### src/rtl/homography_pkg.sv
// rtl/homography_pkg.sv - shared types and constants for the homography responder
package homography_pkg;

   typedef enum logic [2:0] {
      S_IDLE,
      S_MAC,
      S_DIVX,
      S_DIVY,
      S_MEM,
      S_DONE
   } state_e;

   localparam int H_RES_DEF = 640;
   localparam int V_RES_DEF = 480;
   localparam int FRAC_DEF  = 10;

   localparam logic [2:0] C_H00 = 3'd0;
   localparam logic [2:0] C_H01 = 3'd1;
   localparam logic [2:0] C_H02 = 3'd2;
   localparam logic [2:0] C_H10 = 3'd3;
   localparam logic [2:0] C_H11 = 3'd4;
   localparam logic [2:0] C_H12 = 3'd5;
   localparam logic [2:0] C_H20 = 3'd6;
   localparam logic [2:0] C_H21 = 3'd7;

   localparam int R_MSB = 15;
   localparam int R_LSB = 11;
   localparam int G_MSB = 10;
   localparam int G_LSB = 5;
   localparam int B_MSB = 4;
   localparam int B_LSB = 0;

   function automatic logic in_bounds(input logic signed [31:0] v, input int lim);
      return (v >= 0) && (v < lim);
   endfunction

endpackage

### src/rtl/seq_divider.sv
// rtl/seq_divider.sv - 32-bit signed restoring divider, fixed 32-cycle latency
// Divides magnitudes, then negates when operand signs differ (truncation toward zero).
module seq_divider (
   input  logic               clk_i,
   input  logic               rst_ni,
   input  logic               go_i,
   input  logic signed [31:0] dividend_i,
   input  logic signed [31:0] divisor_i,
   output logic               done_o,
   output logic signed [31:0] quotient_o
);

   logic        busy_q;
   logic [4:0]  cnt_q;
   logic [31:0] rem_q;
   logic [31:0] quo_q;
   logic [31:0] dsr_q;
   logic        neg_q;

   logic [31:0] a_mag;
   logic [31:0] b_mag;
   logic [31:0] shifted;
   logic        fits;
   logic [31:0] rem_step;
   logic [31:0] quo_step;

   always_comb begin
      a_mag    = dividend_i[31] ? -dividend_i : dividend_i;
      b_mag    = divisor_i[31]  ? -divisor_i  : divisor_i;
      shifted  = {rem_q[30:0], quo_q[31]};
      // a set rem_q[31] means the shifted remainder exceeds 32 bits, so it always fits
      fits     = rem_q[31] | (shifted >= dsr_q);
      rem_step = fits ? (shifted - dsr_q) : shifted;
      quo_step = {quo_q[30:0], fits};
   end

   assign done_o     = busy_q && (cnt_q == 5'd31);
   assign quotient_o = neg_q ? -quo_step : quo_step;

   always_ff @(posedge clk_i or negedge rst_ni) begin
      if (!rst_ni) begin
         busy_q <= 1'b0;
         cnt_q  <= '0;
         rem_q  <= '0;
         quo_q  <= '0;
         dsr_q  <= '0;
         neg_q  <= 1'b0;
      end else if (go_i) begin
         busy_q <= 1'b1;
         cnt_q  <= '0;
         rem_q  <= '0;
         quo_q  <= a_mag;
         dsr_q  <= b_mag;
         neg_q  <= dividend_i[31] ^ divisor_i[31];
      end else if (busy_q) begin
         rem_q <= rem_step;
         quo_q <= quo_step;
         cnt_q <= cnt_q + 5'd1;
         if (cnt_q == 5'd31) begin
            busy_q <= 1'b0;
         end
      end
   end

endmodule

### src/rtl/homography_responder.sv
// rtl/homography_responder.sv - maps a display query through a 3x3 projective matrix
// and returns the RGB565 source pixel fetched from the frame buffer.
module homography_responder
   import homography_pkg::*;
#(
   parameter int H_RES = H_RES_DEF,
   parameter int V_RES = V_RES_DEF,
   parameter int FRAC  = FRAC_DEF,
   parameter int CW    = 18
) (
   input  logic                 clk_25,
   input  logic                 rst_n,
   input  logic                 start,
   input  logic [9:0]           query_x,
   input  logic [9:0]           query_y,
   output logic                 ready,
   output logic [9:0]           return_x,
   output logic [9:0]           return_y,
   output logic [4:0]           r,
   output logic [5:0]           g,
   output logic [4:0]           b,
   input  logic                 coef_we,
   input  logic [2:0]           coef_addr,
   input  logic signed [CW-1:0] coef_data,
   output logic                 mem_req,
   output logic [18:0]          mem_addr,
   input  logic                 mem_ack,
   input  logic [15:0]          mem_data,
   output logic                 busy,
   output logic                 overrun
);

   localparam int ONE = 1 << FRAC;

   function automatic logic signed [31:0] sext(input logic signed [CW-1:0] c);
      return {{(32-CW){c[CW-1]}}, c};
   endfunction

   state_e state_q, state_d;
   logic signed [CW-1:0] coef_q [8];
   logic [9:0]          qx_q, qx_d, qy_q, qy_d;
   logic signed [31:0]  ny_q, ny_d, den_q, den_d, sx_q, sx_d;
   logic [18:0]         mem_addr_q, mem_addr_d;
   logic                mem_req_q, mem_req_d, ready_q, ready_d;
   logic                busy_q, busy_d, overrun_q, overrun_d;
   logic [9:0]          rx_q, rx_d, ry_q, ry_d;
   logic [15:0]         rgb_q, rgb_d, pix_d;

   logic signed [31:0]  xs, ys, mac_nx, mac_ny, mac_den;
   logic                div_go, div_done;
   logic signed [31:0]  div_a, div_b, div_q;

   always_comb begin
      xs      = {22'd0, qx_q};
      ys      = {22'd0, qy_q};
      mac_nx  = sext(coef_q[C_H00]) * xs + sext(coef_q[C_H01]) * ys + sext(coef_q[C_H02]);
      mac_ny  = sext(coef_q[C_H10]) * xs + sext(coef_q[C_H11]) * ys + sext(coef_q[C_H12]);
      mac_den = sext(coef_q[C_H20]) * xs + sext(coef_q[C_H21]) * ys + ONE;
   end

   // x division is launched straight from the MAC result; y launches on x's final iteration
   assign div_go = ((state_q == S_MAC) && (mac_den > 0)) || ((state_q == S_DIVX) && div_done);
   assign div_a  = (state_q == S_MAC) ? mac_nx  : ny_q;
   assign div_b  = (state_q == S_MAC) ? mac_den : den_q;

   seq_divider u_div (
      .clk_i      (clk_25),
      .rst_ni     (rst_n),
      .go_i       (div_go),
      .dividend_i (div_a),
      .divisor_i  (div_b),
      .done_o     (div_done),
      .quotient_o (div_q)
   );

   always_comb begin
      state_d    = state_q;
      qx_d       = qx_q;
      qy_d       = qy_q;
      ny_d       = ny_q;
      den_d      = den_q;
      sx_d       = sx_q;
      mem_addr_d = mem_addr_q;
      rx_d       = rx_q;
      ry_d       = ry_q;
      rgb_d      = rgb_q;
      pix_d      = '0;
      unique case (state_q)
         S_IDLE: if (start) begin
            qx_d    = query_x;
            qy_d    = query_y;
            state_d = S_MAC;
         end
         S_MAC: begin
            ny_d    = mac_ny;
            den_d   = mac_den;
            state_d = (mac_den > 0) ? S_DIVX : S_DONE;
         end
         S_DIVX: if (div_done) begin
            sx_d    = div_q;
            state_d = S_DIVY;
         end
         S_DIVY: if (div_done) begin
            if (in_bounds(sx_q, H_RES) && in_bounds(div_q, V_RES)) begin
               mem_addr_d = 19'(div_q * H_RES + sx_q);
               state_d    = S_MEM;
            end else begin
               state_d = S_DONE;
            end
         end
         S_MEM: if (mem_ack) begin
            pix_d   = mem_data;
            state_d = S_DONE;
         end
         S_DONE:  state_d = S_IDLE;
         default: state_d = S_IDLE;
      endcase
      // result registers only change on entry to S_DONE and hold until the next one
      if (state_d == S_DONE) begin
         rx_d  = qx_q;
         ry_d  = qy_q;
         rgb_d = pix_d;
      end
      ready_d   = (state_d == S_DONE);
      busy_d    = (state_d != S_IDLE);
      mem_req_d = (state_d == S_MEM);
      overrun_d = overrun_q | (start && (state_q != S_IDLE));
   end

   always_ff @(posedge clk_25 or negedge rst_n) begin
      if (!rst_n) begin
         state_q    <= S_IDLE;
         qx_q       <= '0;
         qy_q       <= '0;
         ny_q       <= '0;
         den_q      <= '0;
         sx_q       <= '0;
         mem_addr_q <= '0;
         mem_req_q  <= 1'b0;
         ready_q    <= 1'b0;
         busy_q     <= 1'b0;
         overrun_q  <= 1'b0;
         rx_q       <= '0;
         ry_q       <= '0;
         rgb_q      <= '0;
         for (int i = 0; i < 8; i++) begin
            coef_q[i] <= '0;
         end
         coef_q[C_H00] <= CW'(ONE);
         coef_q[C_H11] <= CW'(ONE);
      end else begin
         state_q    <= state_d;
         qx_q       <= qx_d;
         qy_q       <= qy_d;
         ny_q       <= ny_d;
         den_q      <= den_d;
         sx_q       <= sx_d;
         mem_addr_q <= mem_addr_d;
         mem_req_q  <= mem_req_d;
         ready_q    <= ready_d;
         busy_q     <= busy_d;
         overrun_q  <= overrun_d;
         rx_q       <= rx_d;
         ry_q       <= ry_d;
         rgb_q      <= rgb_d;
         if (coef_we) begin
            coef_q[coef_addr] <= coef_data;
         end
      end
   end

   assign ready    = ready_q;
   assign busy     = busy_q;
   assign overrun  = overrun_q;
   assign mem_req  = mem_req_q;
   assign mem_addr = mem_addr_q;
   assign return_x = rx_q;
   assign return_y = ry_q;
   assign r        = rgb_q[R_MSB:R_LSB];
   assign g        = rgb_q[G_MSB:G_LSB];
   assign b        = rgb_q[B_MSB:B_LSB];

endmodule

### config.mk
export PLATFORM = sky130hd
export DESIGN_NAME = homography_responder
export DESIGN_NICKNAME = d
export VERILOG_FILES = /design/src/rtl/homography_pkg.sv /design/src/rtl/seq_divider.sv /design/src/rtl/homography_responder.sv
export SDC_FILE = /design/constraint.sdc
export NUM_CORES = 2
export LEC_CHECK = 0
export CAP_MARGIN = 20
export CORE_ASPECT_RATIO = 1.2
export CORE_UTILIZATION = 45
export CTS_CLUSTER_DIAMETER = 150
export DETAILED_ROUTE_END_ITERATION = 6
export MAX_ROUTING_LAYER = met4
export SLEW_MARGIN = 20
export SYNTH_ARGS = -nofsm -noshare
export SYNTH_HDL_FRONTEND = slang
export SYNTH_SLANG_ARGS = --single-unit
### constraint.sdc
create_clock -name clk_25 -period 12 [get_ports clk_25]
set_input_delay 3 -clock clk_25 [delete_from_list [all_inputs] [get_ports clk_25]]
set_output_delay 3 -clock clk_25 [all_outputs]
set_load 0.02 [all_outputs]
==> run_results.csv <==
group,metric,value,unit
run_status,outcome,"complete, no violations",
setup_path,critPathMaxStageDelay,0.68,ns
route,wl_met1,71700,um
synth,synth_fa_ha_area_frac,0.449,
clock_network,cts_tree,"done",
route,first_pass_iters,5,
global_routing,overflow,0,
clock_network,cts.clk_slew.worst_paths,0.06,ns
clock_network,cts_setup_buffers,0,
sta,period_share,0.799,
sta,fin_skew,0.0478,ns
clock_network,clkSinkCount,424,
die,rows,151,
die,dieArea,0.145,sq mm
setup_path,ff2ff_path_depth,28,
global_routing,grt_max_degree,121,
finish,design_area,0.0690,sq mm
sta,setup_ws,2.41,ns
finish,mostFrequentLayoutCells,"inv_1 (1,272), fa_1 (1,172), nand2_1 (824)",
synth,async_flop_share,1.00,
global_routing,grt_pass1_vias,49000,
synth,synth_cells,6756,
synth,synth_xor_area_frac,0.0285,
setup_path,cp_slowest_cell,"o41ai_1",
synth,postSynthAreaPerCell,9.55,sq um
die,chipWidth,348,um
global_routing,grt_pass1_wl,276000,um
global_routing,track_usage,0.251,
placed_design,port_buffers,120,
synth,ys_ff_latch,424,
clock_network,numCtsBuffers,54,
synth,synthSimpleGateAreaFrac,0.139,
sta,max_slew.worst_pin.slew,1.26,ns
placed_design,pre_cts_ws,2.26,ns
route,ant_nets,0,
route,avgRoutedWirePerCell,19.9,um
synth,synth-edff-count,0,
setup_path,critPathKind,"reg2reg",
finish,multi_input_area,0.0478,sq mm
finish,final_nets,8287,
die,die_h,417,um
route,top_layer,"met4",
flow_run,drv_cap,0,
synth,synth-compound-area-share,0.0734,
clock_network,postCtsHoldBufs,0,
synth,muxShareOfSynthArea,0.0496,
finish,ff_latch_area,0.0106,sq mm
synth,yosysSeqAreaShare,0.164,
finish,drive_gt1_frac,0.0622,
synth,syn-num-nets,8430,
hold_path,holdPathStages,1,
route,vias_per_cell,5.37,
synth,synth_ff_type,"dfrtp_1",
placed_design,dp.cells,8392,
finish,fill_cells,13300,
finish,syn_to_final_growth,6.89,%
synth,synth_top_family_by_area,"adder cells",
sta,setup-violations-final,0,
placed_design,dp_hpwl,135000,um
synth,synth_cell_types,86,
sta,slew_viol_final,0,
route,dr_wl_met3,8200,um
synth,synth_area,0.0645,sq mm
global_routing,antenna_found_initial,3,
route,vias,45600,
die,ios,121,
setup_path,cp.arrival,10.14,ns
route,wl_met2,83800,um
clock_network,insertion_delay,0.68,ns
clock_network,ctsHtreeMaxLevel,2,
hold_path,min_path_type,"reg2reg",
route,drt_iter0_drc,2914,
setup_path,startpoint_type,"flop",
clock_network,clock_path_buffers,3,
sta,rsz0062_at_grt,"no",
sta,fin_crit,9.59,ns
synth,ys.warnings.count,0,
clock_network,cts-root-buf,"clkbuf_16",
finish,final_cells,8493,
die,core,0.142,sq mm
route,routed_wl,169000,um
sta,fin_setup_tns,0,ns
die,start_util,0.455,
sta,slew_headroom,0.154,
setup_path,crit_path_max_fanout,39,
finish,final_common_cell,"inv_1",
sta,fmax,0.104,GHz
placed_design,gp_congestion,0.927,
setup_path,worstSetupEndpointType,"flop",
setup_path,critical_path_required,12.55,ns
route,drc,0,
clock_network,ctsResizeCount,0,
sta,hold_viol,0,
placed_design,placed_area,0.0671,sq mm
worst paths after layout:
path                                      endpoint  slack (ns)           startpoint
setup reg to reg           return_x[7]$_DFFE_PN0N_        2.41  qx_q[4]$_DFFE_PN0P_
min in group asynchronous   coef_q[46]$_DFFE_PN0P_        2.33                rst_n
setup / recovery           return_x[7]$_DFFE_PN0N_        2.41  qx_q[4]$_DFFE_PN0P_
hold / removal                   overrun$_DFF_PN0_        0.47    overrun$_DFF_PN0_
hold reg to reg                  overrun$_DFF_PN0_        0.47    overrun$_DFF_PN0_
max in group asynchronous      qx_q[1]$_DFFE_PN0P_        7.54                rst_n
synth_stat cells (all sizes together), types with 7 or more instances:
| cell | instances | area [sq um] |
|---|---|---|
| inv | 1272 | 4770 |
| fa | 1172 | 23500 |
| nand2 | 824 | 3090 |
| and2 | 484 | 3030 |
| ha | 440 | 5510 |
| dfrtp | 422 | 10600 |
| clkbuf | 348 | 1310 |
| nor2 | 224 | 841 |
| mux2 | 210 | 2400 |
| a21oi | 199 | 996 |
| o21ai | 156 | 781 |
| xnor2 | 140 | 1230 |
| mux2i | 80 | 801 |
| xor2 | 70 | 613 |
| nor3 | 59 | 312 |
| a21o | 55 | 413 |
| nand3 | 46 | 230 |
| o211ai | 37 | 278 |
| nand2b | 34 | 213 |
| nor4 | 31 | 194 |
| and3 | 29 | 181 |
| o31ai | 29 | 218 |
| a211oi | 27 | 208 |
| nand4 | 27 | 169 |
| o21a | 27 | 203 |
| a31oi | 25 | 156 |
| buf | 24 | 134 |
| or3 | 22 | 138 |
| a22o | 17 | 149 |
| nor2b | 16 | 100 |
| o21bai | 16 | 120 |
| o41ai | 14 | 145 |
| a311oi | 12 | 105 |
| a2111oi | 10 | 100 |
| a21boi | 10 | 75.1 |
| a221oi | 10 | 87.6 |
| a211o | 9 | 78.8 |
| o31a | 9 | 78.8 |
| a31o | 8 | 70.1 |
| nand3b | 8 | 60.1 |
| nand4b | 8 | 70.1 |
| o2111ai | 8 | 70.1 |
| or2 | 8 | 50.1 |
| a41oi | 7 | 61.3 |
worst max-delay path: cells and delay by family, from the launching register on:
| kind | cells | cell delay (ns) |
|---|---|---|
| fa+ha+maj | 8 | 4.14 |
| buf+inv | 10 | 1.59 |
| simple gates | 4 | 1.07 |
| compound gates | 5 | 1.75 |
| mux | 1 | 0.35 |
| flops | 1 | 0.53 |
cells by family (layout without fill, tap and decap cells):
| kind of cell | after synthesis | after routing |
|---|---|---|
| AND/OR/NAND/NOR | 1853 | 1853 |
| buffers and inverters | 1644 | 1542 |
| adder cells (fa/ha/maj) | 1612 | 1612 |
| AO/OA/AOI/OAI | 723 | 723 |
| flip-flops | 424 | 424 |
| multiplexers | 290 | 290 |
| XOR/XNOR | 210 | 210 |
| other | 0 | 3 |
metrics by stage:
step	utilization	hold WS (ns)
floorplan	-	0.427
global placement	0.473	0.458
detailed placement	0.473	0.459
CTS	0.487	0.475
global route	0.487	0.488
finish	0.487	0.468
layout make-up:
type                    count  area share
diodes                      3    0.000109
inverters                1272      0.0692
repair buffers            173      0.0236
flip-flops and latches    424       0.154
clock inverters            25     0.00521
multi-input cells        4688       0.692
well taps                1836      0.0333
clock buffers              72      0.0219
layer usage:
metal | GRT usage | vias to the layer above
li1 | - | 20700
met4 | 0.0705 | 0
met2 | 0.420 | 1087
met3 | 0.0283 | 248
met5 | - | -
met1 | 0.324 | 23600
registers in the layout (all words and copies together) (netlist names), 16 cells and up:
register / count
u_div.dsr_q: 32
ny_q: 31
mem_addr: 19
coef_q: 144
sx_q: 32
u_div.rem_q: 32
den_q: 32
u_div.quo_q: 32
rgb_q: 16
Power is not shown: default switching activity piles up to over one toggle a cycle in this logic, so the estimate is an artifact.
